<file path="config.mk">
export PLATFORM = sky130hd
export DESIGN_NAME = conv2_pe_seq_flat
export DESIGN_NICKNAME = d
export VERILOG_FILES = /design/src/rtl/conv2_pe_seq_if.sv /design/src/rtl/conv2_pe_seq.sv /design/src/flat_wrapper.sv
export SDC_FILE = /design/constraint.sdc
export NUM_CORES = 1
export LEC_CHECK = 0
export BUFFER_PORTS_ARGS = -buffer_cell sky130_fd_sc_hd__buf_4
export CELL_PAD_IN_SITES_DETAIL_PLACEMENT = 1
export CELL_PAD_IN_SITES_GLOBAL_PLACEMENT = 1
export CORE_MARGIN = 2
export CORE_UTILIZATION = 36
export CTS_CLUSTER_DIAMETER = 40
export DETAILED_ROUTE_END_ITERATION = 12
export PLACE_DENSITY = 0.76
export RECOVER_POWER = 100
export SYNTH_ARGS = -nofsm -noshare
export SYNTH_HDL_FRONTEND = slang
export SYNTH_SLANG_ARGS = --single-unit
</file>
<file path="constraint.sdc">
create_clock -name clk -period 1.6 [get_ports clk]
set_input_delay 0 -clock clk [delete_from_list [all_inputs] [get_ports clk]]
set_output_delay 0 -clock clk [all_outputs]
set_load 0.02 [all_outputs]
</file>
<file path="src/rtl/conv2_pe_seq_if.sv">
// Handshake/control bundle between the conv2 PE sequencer and its environment.
// master: the sequencer side (drives PE control, psum stream, status).
// slave:  the job issuer / PE datapath / psum consumer side.
interface conv2_pe_seq_if #(
    parameter int CNT_W = 12
);
    logic                start_i;
    logic [CNT_W-1:0]    win_num_i;
    logic                ready_o;
    logic                busy_o;
    logic                win_valid_i;
    logic                win_ack_o;
    logic [4:0]          cnt_o;
    logic signed [19:0]  pe_data_i;
    logic signed [19:0]  psum_o;
    logic                psum_ch_o;
    logic                psum_valid_o;
    logic                psum_ready_i;
    logic                done_o;
    logic                err_o;

    modport master (
        input  start_i, win_num_i, win_valid_i, pe_data_i, psum_ready_i,
        output ready_o, busy_o, win_ack_o, cnt_o, psum_o, psum_ch_o,
               psum_valid_o, done_o, err_o
    );

    modport slave (
        output start_i, win_num_i, win_valid_i, pe_data_i, psum_ready_i,
        input  ready_o, busy_o, win_ack_o, cnt_o, psum_o, psum_ch_o,
               psum_valid_o, done_o, err_o
    );
endinterface

</file>
<file path="src/rtl/conv2_pe_seq.sv">
// Two-channel convolution PE sequencer: per window, steps the PE through
// NUM_TAPS taps of channel 0 then channel 1, capturing each channel's
// accumulator result into a valid/ready psum output register.
// Optional build macro CONV2_SEQ_CHK_EN enables a sticky err_o flag raised
// when win_valid_i drops during RUN or CAP; without it err_o is tied low.
module conv2_pe_seq #(
    parameter int NUM_TAPS = 9,
    parameter int CNT_W    = 12
) (
    input logic            clk,
    input logic            rst_n,
    conv2_pe_seq_if.master bus
);
    typedef enum logic [1:0] {IDLE, WAIT, RUN, CAP} state_t;

    localparam logic [3:0] LAST_TAP = 4'(NUM_TAPS - 1);

    state_t             state;
    logic               ch;
    logic [3:0]         tap;
    logic [CNT_W-1:0]   remaining;
    logic [4:0]         cnt;
    logic               win_ack;
    logic               done;
    logic signed [19:0] psum;
    logic               psum_ch;
    logic               psum_valid;
    logic               out_free;

    // A new channel may start only if its psum will have somewhere to land.
    assign out_free = !psum_valid || bus.psum_ready_i;

    assign bus.ready_o      = (state == IDLE);
    assign bus.busy_o       = (state != IDLE);
    assign bus.cnt_o        = cnt;
    assign bus.win_ack_o    = win_ack;
    assign bus.done_o       = done;
    assign bus.psum_o       = psum;
    assign bus.psum_ch_o    = psum_ch;
    assign bus.psum_valid_o = psum_valid;

    // cnt is registered alongside the state so it already shows the CAP
    // value {~ch, 0} on the cycle CAP is entered.
    // Sequencer: state, channel/tap/window counters and registered outputs.
    always_ff @(posedge clk or negedge rst_n) begin
        if (!rst_n) begin
            state      <= IDLE;
            ch         <= 1'b0;
            tap        <= '0;
            remaining  <= '0;
            cnt        <= '0;
            psum       <= '0;
            psum_ch    <= 1'b0;
            psum_valid <= 1'b0;
            win_ack    <= 1'b0;
            done       <= 1'b0;
        end else begin
            win_ack <= 1'b0;
            done    <= 1'b0;
            if (psum_valid && bus.psum_ready_i) psum_valid <= 1'b0;
            case (state)
                IDLE: begin
                    if (bus.start_i) begin
                        remaining <= bus.win_num_i;
                        ch        <= 1'b0;
                        tap       <= '0;
                        cnt       <= '0;
                        if (bus.win_num_i == '0) done  <= 1'b1;
                        else                     state <= WAIT;
                    end
                end
                WAIT: begin
                    if (bus.win_valid_i && out_free) begin
                        if (NUM_TAPS == 1) begin
                            state   <= CAP;
                            cnt     <= {~ch, 4'd0};
                            win_ack <= ch;
                        end else begin
                            state <= RUN;
                            tap   <= 4'd1;
                            cnt   <= {ch, 4'd1};
                        end
                    end
                end
                RUN: begin
                    if (tap == LAST_TAP) begin
                        state   <= CAP;
                        tap     <= '0;
                        cnt     <= {~ch, 4'd0};
                        win_ack <= ch;
                    end else begin
                        tap <= tap + 4'd1;
                        cnt <= {ch, tap + 4'd1};
                    end
                end
                CAP: begin
                    psum       <= bus.pe_data_i;
                    psum_ch    <= ch;
                    psum_valid <= 1'b1;
                    tap        <= '0;
                    if (!ch) begin
                        ch    <= 1'b1;
                        state <= WAIT;
                        cnt   <= {1'b1, 4'd0};
                    end else begin
                        ch        <= 1'b0;
                        cnt       <= '0;
                        remaining <= remaining - CNT_W'(1);
                        if (remaining > CNT_W'(1)) begin
                            state <= WAIT;
                        end else begin
                            state <= IDLE;
                            done  <= 1'b1;
                        end
                    end
                end
                default: state <= IDLE;
            endcase
        end
    end

`ifdef CONV2_SEQ_CHK_EN
    logic err;

    // Sticky flag for window data vanishing mid-window; a new job clears it.
    always_ff @(posedge clk or negedge rst_n) begin
        if (!rst_n) begin
            err <= 1'b0;
        end else if (state == IDLE && bus.start_i) begin
            err <= 1'b0;
        end else if ((state == RUN || state == CAP) && !bus.win_valid_i) begin
            err <= 1'b1;
        end
    end

    assign bus.err_o = err;
`else
    assign bus.err_o = 1'b0;
`endif
endmodule

</file>
<file path="src/flat_wrapper.sv">
// flat-port wrapper written by rule: the top's interface ports become plain ports
module conv2_pe_seq_flat 
#(
    parameter int NUM_TAPS = 9,
    parameter int CNT_W    = 12
)
  (clk, rst_n, bus_start_i, bus_win_num_i, bus_win_valid_i, bus_pe_data_i, bus_psum_ready_i, bus_ready_o, bus_busy_o, bus_win_ack_o, bus_cnt_o, bus_psum_o, bus_psum_ch_o, bus_psum_valid_o, bus_done_o, bus_err_o);
  conv2_pe_seq_if #(.CNT_W(CNT_W)) bus_i ();
  input logic clk;
  input logic rst_n;
  input wire logic [$bits(bus_i.start_i)-1:0] bus_start_i;
  input wire logic [$bits(bus_i.win_num_i)-1:0] bus_win_num_i;
  input wire logic [$bits(bus_i.win_valid_i)-1:0] bus_win_valid_i;
  input wire logic [$bits(bus_i.pe_data_i)-1:0] bus_pe_data_i;
  input wire logic [$bits(bus_i.psum_ready_i)-1:0] bus_psum_ready_i;
  output wire logic [$bits(bus_i.ready_o)-1:0] bus_ready_o;
  output wire logic [$bits(bus_i.busy_o)-1:0] bus_busy_o;
  output wire logic [$bits(bus_i.win_ack_o)-1:0] bus_win_ack_o;
  output wire logic [$bits(bus_i.cnt_o)-1:0] bus_cnt_o;
  output wire logic [$bits(bus_i.psum_o)-1:0] bus_psum_o;
  output wire logic [$bits(bus_i.psum_ch_o)-1:0] bus_psum_ch_o;
  output wire logic [$bits(bus_i.psum_valid_o)-1:0] bus_psum_valid_o;
  output wire logic [$bits(bus_i.done_o)-1:0] bus_done_o;
  output wire logic [$bits(bus_i.err_o)-1:0] bus_err_o;
  assign bus_i.start_i = bus_start_i;
  assign bus_i.win_num_i = bus_win_num_i;
  assign bus_i.win_valid_i = bus_win_valid_i;
  assign bus_i.pe_data_i = bus_pe_data_i;
  assign bus_i.psum_ready_i = bus_psum_ready_i;
  assign bus_ready_o = bus_i.ready_o;
  assign bus_busy_o = bus_i.busy_o;
  assign bus_win_ack_o = bus_i.win_ack_o;
  assign bus_cnt_o = bus_i.cnt_o;
  assign bus_psum_o = bus_i.psum_o;
  assign bus_psum_ch_o = bus_i.psum_ch_o;
  assign bus_psum_valid_o = bus_i.psum_valid_o;
  assign bus_done_o = bus_i.done_o;
  assign bus_err_o = bus_i.err_o;
  conv2_pe_seq #(.NUM_TAPS(NUM_TAPS), .CNT_W(CNT_W)) u_core (.clk(clk), .rst_n(rst_n), .bus(bus_i));
endmodule
</file>
Word-level counts from Yosys, hierarchy flattened. Cells that the tools add are included.

Bits in registers: 48. Bits of input ports: 37. Output and inout port bits: 32. Word-level logic and storage cells: 67.

Add/subtract/negate cells: 2. $lt $le $gt $ge: 1. Equality and inequality tests: 9. Multiplexer cells: 31. Bitwise gates (word level): 1. Reduce and logical (&&, ||, !) cells: 13.

Operators by type and width (number): $mux 12 (2); $pmux 12 s2 (1); $mux 5 (4); $pmux 5 s4 (1); $pmux 4 s4 (1); $gt 12x1->1 const B (1); $logic_not 12->1 (1); $mux 4 (3); $sub 12x1->12 const B (1); $mux 1 (11); $mux 2 (5); $pmux 2 s4 (1); $ne 2x1->1 const B (3); $reduce_bool 2->1 (3); $add 4x1->4 const B (1); $eq 2x2->1 const B (2); $eq 4x4->1 const B (1); $ne 2x2->1 const B (2); $pmux 1 s2 (2); $reduce_and 2->1 (2); $reduce_and 4->1 (1); $reduce_and 3->1 (1); $eq 2x1->1 const B (1); $logic_and 1x1->1 (2); other kinds (4) (4).

Longest topological paths before layout.
Depth in word-level cells: 5. Gate-level depth with buffers: 8. Gate-level depth less buffers: 8.

Worst setup path before layout. Ideal clock, no wire load.

Path kind: reg-to-reg. Start: register u_core.state[0]. End: register u_core.state[0]. Setup time: 84 ps. Arrival time: 1733 ps. Required time: 1516 ps. Path slack: -217 ps. Cell stages (with the launch flop): 8. Path buffers: 1. Period minus slack after synthesis: 1817 ps. Cell sequence: dfrtp_1 -> inv_1 -> ha_1 -> buf_6 -> nor2b_4 -> and4_4 -> o41a_1 -> a41oi_2.

Longest elaborated chain between the ends: 3. Elaborated cells between the ends (all ways): 10. Classes of those cells: 7 x eq/ne; 1 x mux; 2 x reduce/logical.

Ends and longest elaborated chain: start: declaration (RTL line conv2_pe_seq.sv:18) `state_t state;`; start signal: assignment (RTL line conv2_pe_seq.sv:47) `state <= IDLE;`; start signal: assignment (RTL line conv2_pe_seq.sv:69) `else state <= WAIT;`; start signal: assignment (RTL line conv2_pe_seq.sv:75) `state <= CAP;`; $logic_not 2->1 *; via bus_ready_o (RTL line flat_wrapper.sv:16) `output wire logic [$bits(bus_i.ready_o)-1:0] bus_ready_o;`; $ne 2x2->1 (no source line); $reduce_and 4->1 (no source line).

Mark *: on every way through the listed nets, which the timed path passes. The rest lies on a longest branch. A chain may end at the register's enable or synchronous reset.

Worst setup path after layout.
Start: register u_core.state[1]. End: register u_core.state[0].

Longest elaborated chain between the ends: 3. Elaborated cells between the ends (all ways): 10. Classes of those cells: 7 x eq/ne; 1 x mux; 2 x reduce/logical.

Ends and longest elaborated chain: $eq 2x2->1 (tied with other cells) (RTL line conv2_pe_seq.sv:61) `case (state)`; $ne 2x1->1 (no source line) or $ne 2x2->1 (tied branches); $reduce_and 4->1 (no source line).

Several ways; a longest one is shown, not always the timed one.

==> results by group <==
Worst setup path
  – Critical path class: reg2reg
  – Critical path origin: u_core.state[1]
  – Worst-path cell chain: inv_2 > ha_4 > buf_6 > nor2b_4 > and4_4 > o41a_1 > a41oi_2
  – Max stage delay on crit path: between 400 and 500 ps
  – Crit path depth: 7
  – CP Buf/Inv Count: 2
  – Crit path to: u_core.state[0]
  – R2R Setup Slk: -80 ps
  – Data required, critical path: around 1800 ps
  – Delay-heaviest family, CP: compound AO/OA/AOI/OAI gates
  – R2R Path End: u_core.state[0]
  – Crit Path Max Fanout: 3
  – Critical R2R Launch: u_core.state[1]
  – CP Capture Type: flop
  – Reg2reg path depth: 7
  – Slowest CP cell: o41a_1
  – Kind of start point of the critical path: flop
  – Worst Path Arrival: roughly 1900 ps

Logic synthesis
  – FF+latch count, synth: 48
  – Post-synth top cells: 48 x dfrtp_1, 21 x mux2_2, 15 x nand2_1, 13 x inv_1, 12 x nor2_1
  – Post-synth cell types: 56
  – Synth top area share: 0.480
  – Cell Area, Synth: between 0.002 and 0.003 mm^2
  – Post-synthesis sequential area ratio: 0.480
  – Net count after synthesis: between 200 and 300
  – Cell count after synthesis: 222
  – Most used DFF post-synth: dfrtp_1
  – Yosys warns: 0
  – Most area-consuming cells after synthesis: dfrtp_1 48%, mux2_2 9.4%, ha_1 4.5%
  – Avg Inst Size Synth: 11.3 um^2
  – Yosys top cell by area: dfrtp_1
  – Number of synthesized flops with an enable pin: 0
  – Ys async rst share: 1.00
  – Count leader, synth: dfrtp_1

Min path
  – HP Start: bus_win_num_i[1]
  – Hold Crit Class: in2reg

Routing
  – DRT Pass-1 Iters: 4
  – Final antenna-violating net count: 0
  – 1st-iter DRT viols: 39
  – Final wirelength: 8140 um
  – Wire per inst: around 18 um
  – # DRC: 0
  – Via count: around 2300
  – Via-per-instance ratio: 5.22

Die
  – Area of the core: 0.00676 mm^2
  – Initial Util: 0.371
  – FP Rows: 30
  – Die area: around 0.0076 mm^2
  – Die Y: 87.4 um
  – I/O pin cnt: slightly below 70
  – Overall die width: 87.4 um

Power and ir drop
  – Power density over cell area: ~2100 mW/mm^2
  – Maximum vdd drop: 1.09 mV
  – Total chip power: between 8 and 9 mW
  – Lkg Pwr: 1.78 nW

Clocking
  – TritonCTS sink count: 48
  – Worst-path clk slew: 90 ps
  – Max clock buf depth: 2
  – CTS tree: done
  – CTS H-Tree Depth: 2
  – Worst skew pair latency: 300 ps
  – Clock tree root buffer cell: clkbuf_8
  – CTS Buf Count: 5

Layout
  – Final core utilization: 0.586
  – Nets: ~410
  – FILL cells: between 700 and 800
  – Layout cells sized above 1: 0.454
  – Final Cell Area: between 0.003 and 0.004 mm^2
  – P&R area growth vs syn: 58.1%
  – # diodes: 0
  – FF+latch area: around 0.0012 mm^2
  – Multi-input logic area: 0.00137 mm^2

Global route
  – Vias in the first global route: around 2500
  – Pin count of the biggest net entering global routing: 49
  – Grt ovf: 0
  – Tot GR Track Use: 0.209
  – First-pass GRT wire length: ~12000 um
  – Initial antenna violation count: 0

Timing
  – Final setup violation count: 9
  – Normalized max-slew margin: 0.177
  – Clk_skew: 7.85 ps
  – Slew of the pin with the lowest slew margin: about 1200 ps
  – RSZ-0062 raised after global routing: yes
  – Hold Slack: around 2.8 ps
  – Final Critical Period: approximately 1700 ps
  – Final hold vios: 0
  – Max Clk Rate: between 0.5 and 0.6 GHz
  – Final WS setup: -77.7 ps
  – Max-slew violations: 0
  – Final cycle utilization of the critical path: 1.05

Flow run
  – Max Cap Viol: 0

Placed design
  – DP Worst Slack: -92.8 ps
  – # port buffers: 67
  – Gpl congestion: approximately 0.86
  – Post-detail-place hpwl: ~5000 um
  – DP Area: 0.00340 mm^2

Outcome
  – Failing checks: negative setup slack
  – Outcome: finished, violations left
==> cell type report <==
type                       instances  share of cell area
multi-input combinational        149               0.345
sequential                        48               0.304
timing repair buffer             148               0.280
tap                               80              0.0253
clock buffer                       5              0.0174
clock inverter                     2              0.0152
inverter                          14              0.0136
==> power breakdown <==
part | leakage, nW | total (mW) | switching [mW] | internal [mW]
combinational | 1.13 | 5.00 | 2.59 | 2.41
sequential | 0.579 | 2.17 | 0.416 | 1.75
clock | 0.0642 | 1.04 | 0.423 | 0.616
total | 1.78 | 8.21 | 3.43 | 4.78
==> worst min-delay path, stage by stage <==
cell and delay, ps:
buf_4 80, o21ai_0 60, o21ai_0 130
==> through the flow <==
stage,setup TNS [ps],std cells
finish,-352,446
global route,-1500,446
CTS,-229,442
detailed placement,-309,398
global placement,-123,398
floorplan,-36.8,222
==> cell families (layout without fill, tap and decap cells) <==
| group | after synthesis | after routing | share of synthesized area |
|---|---|---|---|
| compound gates | 53 | 53 | 0.172 |
| xor+xnor | 2 | 2 | 0.00700 |
| fa+ha+maj | 9 | 9 | 0.0450 |
| buf+inv | 25 | 169 | 0.0455 |
| flops | 48 | 48 | 0.480 |
| mux | 24 | 24 | 0.106 |
| other cells | 1 | 1 | 0.00150 |
| simple gates | 60 | 60 | 0.143 |
==> registers in the layout (all words and copies together) (netlist names) <==
register / count
u_core.bus.psum_o: 20
u_core.bus.cnt_o: 5
u_core.state: 2
u_core.tap: 4
u_core.ch: 1
u_core.bus.win_ack_o: 1
u_core.bus.psum_ch_o: 1
u_core.remaining: 12
u_core.bus.psum_valid_o: 1
u_core.bus.done_o: 1
==> worst min path at each step <==
stage | cells after the start | end
after CTS | 3 | u_core.remaining[1]
after floorplan | 0 | u_core.bus.cnt_o[0]
after detailed placement | 1 | u_core.bus.cnt_o[0]
after global placement | 1 | u_core.bus.cnt_o[0]
after global routing | 3 | u_core.remaining[1]
final | 3 | u_core.remaining[1]
==> cells in the final DEF (no fill, tap or decap), types with 7 or more instances in the layout <==
cell / synthesis / final
a31oi_1: 7 / 7
buf_4: 1 / 85
buf_6: 1 / 8
clkbuf_1: 2 / 29
dfrtp_1: 48 / 47
dlygate4sd3_1: 0 / 23
inv_1: 13 / 8
mux2_2: 21 / 21
nand2_1: 15 / 13
nor2_1: 12 / 11
o22a_1: 7 / 7
==> per-layer routing <==
layer  share of wire  track usage  wire length [um]  up-vias
met5               0            0                 0        -
met2            0.54        0.385              4420       49
li1                -            -                 -     1095
met4           0.019       0.0503               155        0
met1            0.40        0.249              3270     1169
met3           0.035       0.0417               288       17
==> what timing repair did <==
action	4_1_cts	5_1_grt
gates resized for setup	17	24
pin swaps	11	15
endpoints found under the hold margin	70	0
setup buffers	14	4
hold buffers	23	0
setup endpoints to repair	10	39
(Power assumes the default switching activity.)
